`config.mk`:
```
export PLATFORM = sky130hd
export DESIGN_NAME = node_mac
export DESIGN_NICKNAME = d
export VERILOG_FILES = /design/src/rtl/node_mac.sv
export SDC_FILE = /design/constraint.sdc
export NUM_CORES = 1
export LEC_CHECK = 0
export ABC_AREA = 0
export BUFFER_PORTS_ARGS = -buffer_cell sky130_fd_sc_hd__buf_2
export CAP_MARGIN = 20
export CORE_UTILIZATION = 62
export CTS_BUF_LIST = sky130_fd_sc_hd__clkbuf_16
export CTS_CLUSTER_DIAMETER = 100
export DETAILED_ROUTE_END_ITERATION = 10
export PLACE_DENSITY = 0.82
export RECOVER_POWER = 25
export SETUP_SLACK_MARGIN = 0.1
export SLEW_MARGIN = 40
export SYNTH_ARGS = -nofsm -noshare
export SYNTH_HDL_FRONTEND = slang
export SYNTH_SLANG_ARGS = --single-unit
export TNS_END_PERCENT = 50
```
`constraint.sdc`:
```
create_clock -name clk -period 8.1 [get_ports clk]
set_input_delay 2.43 -clock clk [delete_from_list [all_inputs] [get_ports clk]]
set_output_delay 2.43 -clock clk [all_outputs]
set_load 0.01 [all_outputs]
```
`src/rtl/node_mac.sv`:
```
// node_mac: per-neuron multiply-accumulate stage fed by input_node_timer.
// Accumulates in_data*weight onto a bias-preloaded accumulator, one term per
// cycle while the timer sweeps. At the end of the sweep it applies ReLU with
// saturation and offers the result on a valid/ready handshake.
//
// Ports:
//   clk, n_rst          clock (rising edge), synchronous active-low reset
//   coef_ready          high for the whole node computation (timer enable)
//   input_num           timer index of the current term
//   n_start_done        timer rollover flag, marks the final term
//   in_data, weight     signed Q(FRAC_W) operands for the current term
//   bias                signed Q(FRAC_W) node bias, stable during a run
//   out_ready           downstream accepts node_out
//   node_out            registered activated result
//   node_valid          node_out holds an unconsumed result
//   term_cnt            products accumulated in the current/last run
//   idx_err             sticky index-sequence error for the current run
//   busy                high whenever not IDLE
module node_mac #(
   parameter int DATA_W = 8,
   parameter int FRAC_W = 4,
   parameter int IDX_W  = 7,
   parameter int ACC_W  = 24
) (
   input  logic                     clk,
   input  logic                     n_rst,
   input  logic                     coef_ready,
   input  logic [IDX_W-1:0]         input_num,
   input  logic                     n_start_done,
   input  logic signed [DATA_W-1:0] in_data,
   input  logic signed [DATA_W-1:0] weight,
   input  logic signed [DATA_W-1:0] bias,
   input  logic                     out_ready,
   output logic [DATA_W-1:0]        node_out,
   output logic                     node_valid,
   output logic [IDX_W:0]           term_cnt,
   output logic                     idx_err,
   output logic                     busy
);

   typedef enum logic [2:0] {IDLE, ACCUM, ACT, OUTPUT, WAIT_CLR} state_t;

   localparam logic signed [ACC_W-1:0] OUT_MAX = ACC_W'((2 ** (DATA_W - 1)) - 1);

   state_t state, state_nxt;

   logic signed [ACC_W-1:0]    acc;
   logic [IDX_W-1:0]           exp_idx;
   logic signed [2*DATA_W-1:0] prod;
   logic signed [ACC_W-1:0]    prod_ext;
   logic signed [ACC_W-1:0]    bias_ext;
   logic signed [ACC_W-1:0]    acc_sum;
   logic signed [ACC_W-1:0]    shifted;
   logic [IDX_W-1:0]           exp_cur;
   logic                       idx_mis;
   logic [DATA_W-1:0]          act_val;

   assign prod     = in_data * weight;
   assign prod_ext = {{(ACC_W - 2*DATA_W){prod[2*DATA_W-1]}}, prod};
   assign bias_ext = {{(ACC_W - DATA_W - FRAC_W){bias[DATA_W-1]}}, bias, {FRAC_W{1'b0}}};

   // The first term is summed straight onto the bias so no cycle is lost
   // loading the accumulator.
   assign acc_sum  = ((state == IDLE) ? bias_ext : acc) + prod_ext;

   // exp_idx may hold a stale value for a cycle after returning to IDLE,
   // so the first-term check compares against zero directly.
   assign exp_cur  = (state == IDLE) ? '0 : exp_idx;
   assign idx_mis  = (input_num != exp_cur);

   assign shifted  = acc >>> FRAC_W;
   assign busy     = (state != IDLE);

   always_comb begin
      act_val = shifted[DATA_W-1:0];
      if (shifted[ACC_W-1]) begin
         act_val = '0;
      end else if (shifted > OUT_MAX) begin
         act_val = OUT_MAX[DATA_W-1:0];
      end
   end

   always_comb begin
      state_nxt = state;
      case (state)
         IDLE:     if (coef_ready) state_nxt = n_start_done ? ACT : ACCUM;
         ACCUM:    if (!coef_ready) state_nxt = IDLE;
                   else if (n_start_done) state_nxt = ACT;
         ACT:      state_nxt = OUTPUT;
         OUTPUT:   if (out_ready) state_nxt = coef_ready ? WAIT_CLR : IDLE;
         WAIT_CLR: if (!coef_ready) state_nxt = IDLE;
         default:  state_nxt = IDLE;
      endcase
   end

   always_ff @(posedge clk) begin
      if (!n_rst) begin
         state <= IDLE;
      end else begin
         state <= state_nxt;
      end
   end

   always_ff @(posedge clk) begin
      if (!n_rst) begin
         acc        <= '0;
         exp_idx    <= '0;
         term_cnt   <= '0;
         idx_err    <= 1'b0;
         node_out   <= '0;
         node_valid <= 1'b0;
      end else begin
         case (state)
            IDLE: begin
               if (coef_ready) begin
                  acc      <= acc_sum;
                  term_cnt <= (IDX_W+1)'(1);
                  exp_idx  <= IDX_W'(1);
                  idx_err  <= idx_mis;
               end else begin
                  acc     <= bias_ext;
                  exp_idx <= '0;
                  idx_err <= 1'b0;
               end
            end
            ACCUM: begin
               if (coef_ready) begin
                  acc      <= acc_sum;
                  term_cnt <= term_cnt + (IDX_W+1)'(1);
                  exp_idx  <= exp_idx + IDX_W'(1);
                  if (idx_mis) idx_err <= 1'b1;
               end
            end
            ACT: begin
               node_out   <= act_val;
               node_valid <= 1'b1;
            end
            OUTPUT: begin
               if (out_ready) node_valid <= 1'b0;
            end
            default: ;
         endcase
      end
   end

endmodule

```
### Word level (Yosys, flattened, before mapping)

Cells that the tools add are included.

| word-level totals | value |
|---|---|
| register bits | 52 |
| input bits | 36 |
| output and inout bits | 19 |

| cells by class | value |
|---|---|
| add/sub/neg operators | 3 |
| multipliers | 1 |
| $lt $le $gt $ge | 1 |
| equality and inequality tests | 11 |
| multiplexer cells | 27 |
| reductions and logical operators | 9 |

Operators by type and width:

| kind | number |
|---|---|
| 24-bit two-way mux | 3 |
| 24-bit case mux with 2 select lines | 1 |
| 8-bit two-way mux | 4 |
| 24-bit by 16-bit adder with 24-bit output | 1 |
| 20-bit by 8-bit > comparator with 1-bit output, second input constant | 1 |
| 3-bit two-way mux | 6 |
| 8-bit by 8-bit multiplier with 16-bit output | 1 |
| 8-bit case mux with 2 select lines | 1 |
| 3-bit case mux with 5 select lines | 1 |
| 7-bit two-way mux | 2 |
| 7-bit case mux with 2 select lines | 1 |
| 2-bit != test, second input constant | 5 |
| 8-bit by 1-bit adder with 8-bit output, second input constant | 1 |
| 7-bit by 1-bit adder with 7-bit output, second input constant | 1 |
| 7-bit != test | 1 |
| 3-bit by 2-bit == test with 1-bit output, second input constant | 2 |
| 3-bit AND reduction | 2 |
| 1-bit two-way mux | 5 |
| 1-bit case mux with 2 select lines | 2 |
| 2-bit AND reduction | 2 |
| 4-bit AND reduction | 1 |
| 2-bit nonzero test | 2 |
| 3-bit by 1-bit == test with 1-bit output, second input constant | 1 |
| 3-bit == test, second input constant | 1 |
| 4 further kinds | 4 |

### Depth between registers and ports, before layout

Gate-level depths: netlist (run 1).

| logic depth | value |
|---|---|
| depth after elaboration | 6 |
| gate-level depth with buffers | 23 |
| mapped depth without buffers | 21 |

### Worst setup path before layout (run 1)

Ideal clock, no wire load.

| path | value |
|---|---|
| kind | input -> register |
| start point | in weight[0] |
| end point | reg acc[23] |
| library setup time | 0.120 ns |
| arrival | 7.479 ns |
| slack | 0.501 ns |
| stages | 16 |
| cell sequence | and2_1 inv_1 fa_1 inv_1 fa_1 fa_1 fa_1 fa_1 ha_1 a21o_1 a2111oi_4 a21boi_2 a211o_1 a31oi_2 nor4b_1 a211o_1 |

| on the way | value |
|---|---|
| word-level cells in the longest chain between the ends | 4 |

Ends and longest elaborated chain:

| item | line | RTL |
|---|---|---|
| from (decl) | 31 | `input logic signed [DATA_W-1:0] weight,` |
| 8-bit by 8-bit multiplier with 16-bit output * | 58 | `assign prod = in_data * weight;` |
| 24-bit by 16-bit adder with 24-bit output * | 64 | `assign acc_sum = ((state == IDLE) ? bias_ext : acc) + prod_ext;` |
| 24-bit two-way mux, on equally long branches | 127, 115 |  |
| 24-bit case mux with 2 select lines * | 113 | `case (state)` |
| to (signal assigned) | 116 | `acc <= acc_sum;` |
| to (signal assigned) | 121 | `acc <= bias_ext;` |
| to (signal assigned) | 128 | `acc <= acc_sum;` |
| to (decl) | 47 | `logic signed [ACC_W-1:0] acc;` |

Every way passes the cells marked *; elsewhere a longest branch is shown, timed or not. The select of a mux whose other input is x is not followed.
A chain may end at the register's enable or synchronous reset.

### Worst setup path in the final report (run 1)

| path | value |
|---|---|
| start point | in weight[2] |
| end point | reg acc[22] |

Same word-level chain as after synthesis.

==> summary.md, run 1 <==
| Metric | Value |
|---|---|
| Share of Yosys cell area claimed by the top area cell type | `0.309` |
| Starting DRC count in detailed routing | `368` |
| Number of DRC violations after detailed routing | `0` |
| Most common library cell in the layout ignoring fill and taps | `fa_1` |
| Count of warnings emitted by yosys | `0` |
| TritonCTS buffer count | `5` |
| CTS sink cnt | `52` |
| Highest-count cells in the layout ignoring fill and taps | `104 x fa_1, 99 x inv_1, 64 x nand2_1` |
| Clock tree from TritonCTS | `built` |
| Final setup skew | `5.00 ps` |
| Mapped cell area | `0.00673 mm2` |
| Clock period minus final worst setup slack | `7420 ps` |
| Critical path data required time | `8320 ps` |
| Unrepaired setup endpoints after global routing | `no` |
| Top FF cell, synth | `dfxtp_1` |
| Height of the die | `106 um` |
| Number of maximum-capacitance violations | `1` |
| Reported leakage power | `3.48 nW` |
| Crit-path max FO | `8` |
| Final-layout setup total negative slack | `0 ps` |
| Largest cells by area after synthesis | `fa_1 31%, dfxtp_1 15%, ha_1 10%, inv_1 5.5%, and2_1 3.7%` |
| Post-synth EDFFs | `0` |
| Iteration count of the initial detailed-routing pass | `5` |
| Fraction of layout instances using a drive strength above 1 | `0.0969` |
| Post-Synthesis Net Count | `936` |
| # setup viols final | `0` |
| Starting utilization of the core area | `0.646` |
| Headroom to the max-slew limit | `-0.272` |
| Row count | `37` |
| Filler-free cell count of the finished design | `920` |
| Largest net degree at the start of global routing | `52` |
| Clock transition at the register clock pins on the worst setup and hold paths after CTS | `70 ps` |
| Cts-stage hold buffer count | `0` |
| Overall die width | `106 um` |
| Largest buffer count on any clock path | `2` |
| Area leader, netlist | `fa_1` |
| # resized after CTS | `0` |
| Number of global-route vias before repair | `5635` |
| Vias | `5434` |
| Fraction of synthesis flops using an asynchronous set or reset pin | `0` |
| Endpoint with the worst hold slack | `idx_err` |
| Startpoint class of the critical path | `input pin` |
| Total power per unit cell area | `415 mW/mm2` |
| Type of destination of the critical path | `register` |
| # port buffers | `54` |
| Worst R2R Setup Slack | `1710 ps` |
| All-Layer GR Usage | `0.300` |
| Combined buffer and inverter count along the critical path | `4` |
| Violations in the final reports | `max-capacitance violations, max-slew violations` |
| Floorplan Core Area | `0.0104 mm2` |
| Worst-skew pair later-pin latency | `290 ps` |
| Worst min-delay path class | `reg -> reg` |
| Worst hold start | `idx_err` |
| Worst reg2reg path endpoint | `acc[22]` |
| CTS root buf | `clkbuf_16` |
| Antenna violations before repair | `0` |
| Worst-Margin Slew | `1910 ps` |
| Synth Area per Inst | `9.10 um2` |
| Dpl cells | `912` |
| Area of the die | `0.0113 mm2` |
| Depth of the CTS H-tree | `2` |
| Max-slew violation count | `52` |
| Mapped Cells | `740` |
| Post-CTS repair timing setup buffer count | `0` |
| Largest voltage drop on the vdd net | `0.000439 V` |
| Routed Antenna Nets | `0` |
| Global route overflow | `0` |
| Worst reg2reg path startpoint | `state[1]` |
| Run status | `finished, violations left` |
| Critical path's largest stage delay | `670 ps` |
| Weighted congestion reported at the end of routability-driven placement | `0.908` |
| Cells along the critical path | `buf_2 > nand2_1 > inv_1 > fa_1 > inv_1 > fa_1 > inv_1 > fa_1 > fa_1 > ha_1 > ha_1 > nand4_1 > o311ai_0 > o22ai_1 > xor2_1 > o21ai_0` |
| WHS Path Cells | `2` |
| Count of antenna diodes in the layout | `0` |
| Delay-heaviest family, CP | `adder cells` |
| Part of the Yosys area used for sequential elements | `0.155` |
| Vias per std cell | `5.91` |
| Crit path max-delay cell type | `o311ai_0` |
| Flip-flop and latch count after synthesis | `52` |
| Cell repeated most along the worst path | `fa_1` |
| Sum of routed wire length over all layers | `15.5 mm` |
| Worst Path Arrival | `7650 ps` |
| Num ports | `55` |
| Global-route wire length before repair | `26.8 mm` |
| Post-DP HPWL | `12.6 mm` |
| Fmax achieved | `135 MHz` |
| FF-to-FF path depth | `17` |
| Final hold violation count | `0` |
| Final period util | `0.917` |
| Area growth from synthesis to layout | `8.12%` |
| Worst-case hold slack | `481 ps` |
| Critical path type | `in -> reg` |
| Net count reported at finish | `979` |
| Number of distinct library cell variants in the gate-level netlist after synthesis | `60` |
| Detail-routed net length per standard cell | `16.8 um` |
[sequential cells by signal, indices dropped and copies added, names as in the netlist]
| name | count |
|---|---|
| acc | 24 |
| exp_idx | 7 |
| idx_err | 1 |
| node_out | 8 |
| node_valid | 1 |
| state | 3 |
| term_cnt | 8 |
[routing by layer]
metal | wire (um) | track usage | vias to the layer above
met5 | 0 | 0 | -
met4 | 453 | 0.0982 | 0
met3 | 896 | 0.0484 | 37
met2 | 7550 | 0.496 | 222
met1 | 6580 | 0.404 | 2628
li1 | - | - | 2547
[cell families (layout without fill, tap and decap cells)]
family,Yosys count,count (layout),synth area share
adder cells (fa/ha/maj),160,160,0.413
AO/OA/AOI/OAI,153,153,0.154
multiplexers,12,12,0.0180
flip-flops,52,52,0.155
AND/OR/NAND/NOR,213,213,0.157
buffers and inverters,125,169,0.0708
XOR/XNOR,25,25,0.0325
[worst reg2reg max path, delay by kind of cell, from the launching register on]
kind,cells,cell delay [ps]
adders and majority gates,6,2530
DFF,1,360
buffers and inverters,2,530
and+or+nand+nor,2,980
xor gates and xnor gates,1,170
AOI/OAI and AO/OA,6,1740
[layout make-up]
type / instances / area, um2
inverters: 101 / 379
clock inverters: 3 / 27.5
fillers: 837 / 3140
well taps: 136 / 170
flip-flops and latches: 52 / 1040
multi-input cells: 563 / 5230
clock buffers: 5 / 125
repair buffers: 60 / 308
[stage by stage]
step,setup slack (ps),util,area (um2),total power (W)
floorplan,501,-,6730,0.00224
global placement,523,0.684,7120,0.00268
detailed placement,371,0.684,7120,0.00277
CTS,684,0.699,7280,0.00302
global route,261,0.699,7280,0.00338
finish,675,0.699,7280,0.00302
[cell usage after synthesis (all sizes together) (7+ instances only)]
library cell and instances:
o21ai 29, a21boi 7, o211ai 8, nor2b 19, nand2 64, and2 40, mux2i 11, fa 104
clkbuf 19, a22oi 9, xnor2 15, nor2 37, o21a 7, a21oi 43, a21o 9, dfxtp 52
xor2 10, ha 56, inv 100, nand3 16, nor3 16
[worst max-delay path by stage]
stage                     slack (ps)      end  cells past startpoint       from
after CTS                        680  acc[23]                     18  weight[2]
after detailed placement         370  acc[23]                     18  weight[2]
after floorplan                  500  acc[23]                     16  weight[0]
after global placement           520  acc[23]                     18  weight[2]
final                            680  acc[22]                     16  weight[2]
after global routing             260  acc[22]                     16  weight[2]
[power breakdown]
part	internal, W	leakage (nW)	switching, W	total (W)
Combinational	0.00107	2.98	0.00137	0.00244
Clock	0.000117	0.0719	0.000102	0.000219
Sequential	0.000308	0.427	0.0000509	0.000359
Total	0.00150	3.48	0.00153	0.00302
No activity file was read; power rests on OpenSTA's default activity.
==> inputs of run 2 (changes only) <==
--- a/config.mk
+++ b/config.mk
@@ -8,11 +8,11 @@
 export ABC_AREA = 0
 export BUFFER_PORTS_ARGS = -buffer_cell sky130_fd_sc_hd__buf_2
 export CAP_MARGIN = 20
-export CORE_UTILIZATION = 62
+export CORE_UTILIZATION = 55
 export CTS_BUF_LIST = sky130_fd_sc_hd__clkbuf_16
-export CTS_CLUSTER_DIAMETER = 100
+export CTS_CLUSTER_DIAMETER = 120
 export DETAILED_ROUTE_END_ITERATION = 10
-export PLACE_DENSITY = 0.82
+export PLACE_DENSITY = 0.74
 export RECOVER_POWER = 25
 export SETUP_SLACK_MARGIN = 0.1
 export SLEW_MARGIN = 40
==> summary.md, run 2 (synthesized netlist as in run 1, its figures left out) <==
| Metric | Value |
|---|---|
| Max-slew violation count | `52 (unchanged)` |
| Height of the die | `113 um (was 106 um)` |
| Number of DRC violations after detailed routing | `1 (was 0)` |
| Starting utilization of the core area | `0.563 (was 0.646)` |
| Crit-path max FO | `8 (unchanged)` |
| Floorplan Core Area | `0.0120 mm2 (was 0.0104 mm2)` |
| Register with the highest flop count | `acc (unchanged)` |
| Worst-skew pair later-pin latency | `300 ps (was 290 ps)` |
| Run status | `finished, violations left (unchanged)` |
| Largest buffer count on any clock path | `2 (unchanged)` |
| Area growth from synthesis to layout | `8.16% (was 8.12%)` |
| Number of global-route vias before repair | `5607 (was 5635)` |
| Largest voltage drop on the vdd net | `0.000331 V (was 0.000439 V)` |
| TritonCTS buffer count | `5 (unchanged)` |
| Worst Path Arrival | `7600 ps (was 7650 ps)` |
| Startpoint class of the critical path | `input pin (unchanged)` |
| All-Layer GR Usage | `0.269 (was 0.300)` |
| Post-CTS repair timing setup buffer count | `0 (unchanged)` |
| Depth of the CTS H-tree | `2 (unchanged)` |
| Detail-routed net length per standard cell | `16.5 um (was 16.8 um)` |
| Num ports | `55 (unchanged)` |
| Global route overflow | `0 (unchanged)` |
| Weighted congestion reported at the end of routability-driven placement | `0.868 (was 0.908)` |
| Final core utilization | `0.609 (was 0.699)` |
| Worst min-delay path class | `reg -> reg (unchanged)` |
| Critical path data required time | `8290 ps (was 8320 ps)` |
| Number of flip-flops in the largest register | `24 (unchanged)` |
| Final-layout setup total negative slack | `0 ps (unchanged)` |
| Area of the die | `0.0127 mm2 (was 0.0113 mm2)` |
| Worst-Margin Slew | `1930 ps (was 1910 ps)` |
| CTS root buf | `clkbuf_16 (unchanged)` |
| Vias per std cell | `5.75 (was 5.91)` |
| Highest-count cells in the layout ignoring fill and taps | `104 x fa_1, 99 x inv_1, 64 x nand2_1 (unchanged)` |
| Delay-heaviest family, CP | `adder cells (unchanged)` |
| Number of maximum-capacitance violations | `1 (unchanged)` |
| Largest registers ranked by flip-flop count | `acc (24), node_out (8), term_cnt (8) (unchanged)` |
| Final hold violation count | `0 (unchanged)` |
| Clock tree from TritonCTS | `built (unchanged)` |
| Headroom to the max-slew limit | `-0.285 (was -0.272)` |
| Vias | `5356 (was 5434)` |
| # port buffers | `54 (unchanged)` |
| Final period util | `0.915 (was 0.917)` |
| Cells along the critical path | `buf_2 > nand2_1 > inv_1 > fa_1 > inv_1 > fa_1 > inv_1 > fa_1 > fa_1 > ha_1 > ha_1 > a21o_1 > a21o_1 > a21oi_1 > o21ai_0 > a31oi_2 > nor4b_1 > a211o_1 (was buf_2 > nand2_1 > inv_1 > fa_1 > inv_1 > fa_1 > inv_1 > fa_1 > fa_1 > ha_1 > ha_1 > nand4_1 > o311ai_0 > o22ai_1 > xor2_1 > o21ai_0)` |
| Clock period minus final worst setup slack | `7420 ps (about the same)` |
| Starting DRC count in detailed routing | `364 (was 368)` |
| Iteration count of the initial detailed-routing pass | `9 (was 5)` |
| # resized after CTS | `0 (unchanged)` |
| Type of destination of the critical path | `register (unchanged)` |
| Overall die width | `113 um (was 106 um)` |
| Violations in the final reports | `design-rule violations, max-capacitance violations, max-slew violations (was max-capacitance violations, max-slew violations)` |
| Most common library cell in the layout ignoring fill and taps | `fa_1 (unchanged)` |
| Clock transition at the register clock pins on the worst setup and hold paths after CTS | `70 ps (about the same)` |
| Fraction of layout instances using a drive strength above 1 | `0.0958 (was 0.0969)` |
| Fmax achieved | `135 MHz (about the same)` |
| Cts-stage hold buffer count | `0 (unchanged)` |
| Crit path max-delay cell type | `fa_1 (was o311ai_0)` |
| Row count | `40 (was 37)` |
| Cell repeated most along the worst path | `fa_1 (unchanged)` |
| Net count reported at finish | `978 (was 979)` |
| Critical path's largest stage delay | `640 ps (was 670 ps)` |
| Sum of routed wire length over all layers | `15.4 mm (was 15.5 mm)` |
| Combined buffer and inverter count along the critical path | `4 (unchanged)` |
| Largest net degree at the start of global routing | `52 (unchanged)` |
| Antenna violations before repair | `1 (was 0)` |
| Global-route wire length before repair | `27.3 mm (was 26.8 mm)` |
| CTS sink cnt | `52 (unchanged)` |
| Reported leakage power | `3.48 nW (about the same)` |
| Critical path type | `in -> reg (unchanged)` |
| Unrepaired setup endpoints after global routing | `no (unchanged)` |
| Routed Antenna Nets | `0 (unchanged)` |
| # setup viols final | `0 (unchanged)` |
| Multi-input logic area | `0.00523 mm2 (unchanged)` |
| Final setup skew | `6.62 ps (was 5.00 ps)` |
| Post-DP HPWL | `12.6 mm (about the same)` |
| Total power per unit cell area | `413 mW/mm2 (was 415 mW/mm2)` |
| Layout filler cell count | `1062 (was 837)` |
| Sequential cell area | `0.00104 mm2 (unchanged)` |
[run 2: cell count changes in the layout (fill, tap and decap cells not counted)]
cell / previous run / this run
buf_4: 6 / 5
clkinv_2: 0 / 1
inv_6: 0 / 1
inv_8: 1 / 0
diode_2: 0 / 1
clkinv_4: 1 / 0
[run 2: cell type report]
cell class                      instances  area share
Multi-Input combinational cell        563       0.718
Sequential cell                        52       0.143
Inverter                              101      0.0521
Timing Repair Buffer                   59      0.0412
Tap cell                              147      0.0253
Clock buffer                            5      0.0172
Clock inverter                          3     0.00292
Antenna cell                            1    0.000344
[run 2: report_power, final]
part	switching [W]	leakage, nW	internal, W
Clock	0.000101	0.0702	0.000115
Combinational	0.00136	2.98	0.00107
Sequential	0.0000502	0.427	0.000308
Total	0.00151	3.48	0.00149
[run 2: tightest hold or removal path, cell delays in order (launching register included)]
cell and delay, ps:
dfxtp_1 310, nand2_1 50, a21boi_0 70
[run 2: per-layer routing]
metal / vias up / share of wire / GRT usage
met4: 0 / 0.018 / 0.0676
met2: 170 / 0.50 / 0.469
li1: 2546 / - / -
met1: 2613 / 0.44 / 0.359
met3: 27 / 0.034 / 0.0259
met5: - / 0 / 0
[run 2: through the flow]
step                      total power (W)  instances  instance area [um2]  hold WS [ps]  worst slack (ps)
after CTS                         0.00300        930                 7280           476               648
after detailed placement          0.00276        922                 7130           461               349
after global placement            0.00269        922                 7130           452               481
after global routing              0.00338        931                 7280           509               228
after floorplan                   0.00224        740                 6730           454               501
final                             0.00301        931                 7280           475               685
[run 2: final timing paths]
check        startpoint       to  slack (ps)  cells after the start
min reg2reg     idx_err  idx_err         470                      2
max reg2reg    state[1]  acc[20]        1780                     17
min             idx_err  idx_err         470                      2
max           weight[2]  acc[23]         680                     18
==> inputs of run 3 (changes only) <==
--- a/config.mk
+++ b/config.mk
@@ -7,12 +7,12 @@
 export LEC_CHECK = 0
 export ABC_AREA = 0
 export BUFFER_PORTS_ARGS = -buffer_cell sky130_fd_sc_hd__buf_2
-export CAP_MARGIN = 20
-export CORE_UTILIZATION = 55
+export CAP_MARGIN = 30
+export CORE_UTILIZATION = 45
 export CTS_BUF_LIST = sky130_fd_sc_hd__clkbuf_16
 export CTS_CLUSTER_DIAMETER = 120
 export DETAILED_ROUTE_END_ITERATION = 10
-export PLACE_DENSITY = 0.74
+export PLACE_DENSITY = 0.63
 export RECOVER_POWER = 25
 export SETUP_SLACK_MARGIN = 0.1
 export SLEW_MARGIN = 40
==> constraint.sdc (replaced) <==
create_clock -name clk -period 8.7 [get_ports clk]
set_input_delay 2.61 -clock clk [delete_from_list [all_inputs] [get_ports clk]]
set_output_delay 2.61 -clock clk [all_outputs]
set_load 0.01 [all_outputs]
==> summary.md, run 3 (synthesized netlist as in run 1, its figures left out) <==
| Metric | Value |
|---|---|
| Run status | `finished, violations left (unchanged)` |
| Violations in the final reports | `max-capacitance violations, max-slew violations (was design-rule violations, max-capacitance violations, max-slew violations)` |
| Largest net degree at the start of global routing | `52 (unchanged)` |
| Crit path max-delay cell type | `fa_1 (unchanged)` |
| Largest buffer count on any clock path | `2 (unchanged)` |
| Worst min-delay path class | `reg -> reg (unchanged)` |
| Worst Path Arrival | `7770 ps (was 7600 ps)` |
| Number of flip-flops in the largest register | `24 (unchanged)` |
| Filler-free cell count of the finished design | `967 (was 931)` |
| Number of DRC violations after detailed routing | `0 (was 1)` |
| Sum of routed wire length over all layers | `15.1 mm (was 15.4 mm)` |
| Power share of the sequential group | `0.120 (was 0.119)` |
| Final period util | `0.872` |
| Net switching power figure | `0.00138 W (was 0.00151 W)` |
| Starting DRC count in detailed routing | `266 (was 364)` |
| Switching share of total power | `0.500 (was 0.503)` |
| Crit-path max FO | `8 (unchanged)` |
| Critical path's largest stage delay | `660 ps (was 640 ps)` |
| CTS root buf | `clkbuf_16 (unchanged)` |
| Area of the die | `0.0155 mm2 (was 0.0127 mm2)` |
| CTS sink cnt | `52 (unchanged)` |
| Worst-Margin Slew | `1930 ps (about the same)` |
| # setup viols final | `0 (unchanged)` |
| Net count reported at finish | `978 (unchanged)` |
| All-Layer GR Usage | `0.212 (was 0.269)` |
| Fmax achieved | `132 MHz` |
| Global route overflow | `0 (unchanged)` |
| Clock tree from TritonCTS | `built (unchanged)` |
| Final-layout setup total negative slack | `0 ps (unchanged)` |
| Largest voltage drop on the vdd net | `0.000174 V (was 0.000331 V)` |
| Combined buffer and inverter count along the critical path | `3 (was 4)` |
| Height of the die | `124 um (was 113 um)` |
| Depth of the CTS H-tree | `2 (unchanged)` |
| Combinational share of power | `0.809 (about the same)` |
| Cell repeated most along the worst path | `fa_1 (unchanged)` |
| Most common library cell in the layout ignoring fill and taps | `fa_1 (unchanged)` |
| Overall die width | `124 um (was 113 um)` |
| Antenna violations before repair | `1 (unchanged)` |
| Floorplan Core Area | `0.0146 mm2 (was 0.0120 mm2)` |
| Area growth from synthesis to layout | `8.85% (was 8.16%)` |
| Cells along the critical path | `buf_2 > and2_1 > fa_1 > inv_1 > fa_1 > inv_1 > fa_1 > fa_1 > ha_1 > ha_1 > a21o_1 > a21o_1 > a21oi_1 > o21ai_0 > a31oi_2 > nor4b_1 > a211o_1 (was buf_2 > nand2_1 > inv_1 > fa_1 > inv_1 > fa_1 > inv_1 > fa_1 > fa_1 > ha_1 > ha_1 > a21o_1 > a21o_1 > a21oi_1 > o21ai_0 > a31oi_2 > nor4b_1 > a211o_1)` |
| Largest registers ranked by flip-flop count | `acc (24), node_out (8), term_cnt (8) (unchanged)` |
| Post-DP HPWL | `12.5 mm (was 12.6 mm)` |
| Type of destination of the critical path | `register (unchanged)` |
| Count of antenna diodes in the layout | `0 (was 1)` |
| Worst-skew pair later-pin latency | `290 ps (was 300 ps)` |
| Final setup skew | `6.39 ps (was 6.62 ps)` |
| Critical path type | `in -> reg (unchanged)` |
| Critical path data required time | `8880 ps (was 8290 ps)` |
| Iteration count of the initial detailed-routing pass | `4 (was 9)` |
| Cts-stage hold buffer count | `0 (unchanged)` |
| Delay-heaviest family, CP | `adder cells (unchanged)` |
| Fraction of layout instances using a drive strength above 1 | `0.0958 (unchanged)` |
| Weighted congestion reported at the end of routability-driven placement | `0.880 (was 0.868)` |
| Number of maximum-capacitance violations | `1 (unchanged)` |
| Num ports | `55 (unchanged)` |
| Register with the highest flop count | `acc (unchanged)` |
| Row count | `44 (was 40)` |
| Internal power component | `0.00138 W (was 0.00149 W)` |
| Dpl cells | `959 (was 922)` |
| Detail-routed net length per standard cell | `15.6 um (was 16.5 um)` |
| Headroom to the max-slew limit | `-0.287 (was -0.285)` |
| Vias per std cell | `5.38 (was 5.75)` |
| # port buffers | `54 (unchanged)` |
| Unrepaired setup endpoints after global routing | `no (unchanged)` |
| # resized after CTS | `0 (unchanged)` |
| Clock period minus final worst setup slack | `7580 ps` |
| Starting utilization of the core area | `0.461 (was 0.563)` |
| Total power per unit cell area | `378 mW/mm2 (was 413 mW/mm2)` |
| Highest-count cells in the layout ignoring fill and taps | `104 x fa_1, 99 x inv_1, 64 x nand2_1 (unchanged)` |
| Clock network power share | `0.072 (about the same)` |
| Reported leakage power | `3.47 nW (was 3.48 nW)` |
| Startpoint class of the critical path | `input pin (unchanged)` |
| Clock transition at the register clock pins on the worst setup and hold paths after CTS | `70 ps (about the same)` |
| Final hold violation count | `0 (unchanged)` |
| Vias | `5205 (was 5356)` |
| Post-CTS repair timing setup buffer count | `0 (unchanged)` |
| Global-route wire length before repair | `27.1 mm (was 27.3 mm)` |
| Routed Antenna Nets | `0 (unchanged)` |
| Number of global-route vias before repair | `5472 (was 5607)` |
| Max-slew violation count | `52 (unchanged)` |
| TritonCTS buffer count | `5 (unchanged)` |
run 3: changes by cell type in the layout (fill, tap and decap cells not counted), sizes merged:
cell      change
inv           -1
diode         -1
clkinvlp      +1
run 3: stage by stage:
stage | setup WS (ps) | hold WS, ps | util | cell area, um2 | power (W)
after floorplan | 921 | 454 | - | 6730 | 0.00209
after global placement | 897 | 454 | 0.492 | 7180 | 0.00252
after detailed placement | 812 | 461 | 0.492 | 7180 | 0.00256
after CTS | 1110 | 472 | 0.502 | 7330 | 0.00278
after global routing | 754 | 521 | 0.502 | 7330 | 0.00311
final | 1120 | 476 | 0.502 | 7330 | 0.00277
run 3: tightest hold or removal path, cell delays in order (launching register included):
cell      delay, ps
dfxtp_1         320
nand2_1          50
a21boi_0         60
run 3: final cells by class:
type / instances / area (um2)
inverter: 101 / 379
clock inverter: 3 / 23.8
timing repair buffer: 59 / 300
fill: 1374 / 7260
clock buffer: 5 / 125
tap: 184 / 230
sequential: 52 / 1040
multi-input combinational: 563 / 5230
run 3: path summary, 6_finish.rpt:
| path | end | from | cells after the start | slack, ps |
|---|---|---|---|---|
| worst min register to register | node_valid | node_valid | 2 | 480 |
| worst min-delay path | node_valid | node_valid | 2 | 480 |
| worst max-delay path | acc[23] | weight[4] | 17 | 1120 |
| worst max register to register | acc[23] | state[1] | 19 | 2410 |
run 3: layer usage:
layer  track usage  part of all wire  routed length, um
met3        0.0210             0.034                522
met5             0           0.00053                  8
met1         0.304              0.47               7100
met4        0.0376             0.014                213
met2         0.351              0.48               7290
run 3: power by group through the flow:
| stage | Combinational (W) | Clock, W | Sequential [W] |
|---|---|---|---|
| 2_1_floorplan | 0.00177 | 0 | 0.000318 |
| 3_3_place_gp | 0.00218 | 0 | 0.000335 |
| 3_5_place_dp | 0.00222 | 0 | 0.000336 |
| 4_1_cts | 0.00225 | 0.000202 | 0.000331 |
| 5_1_grt | 0.00255 | 0.000214 | 0.000339 |
| 6_report | 0.00224 | 0.000198 | 0.000332 |
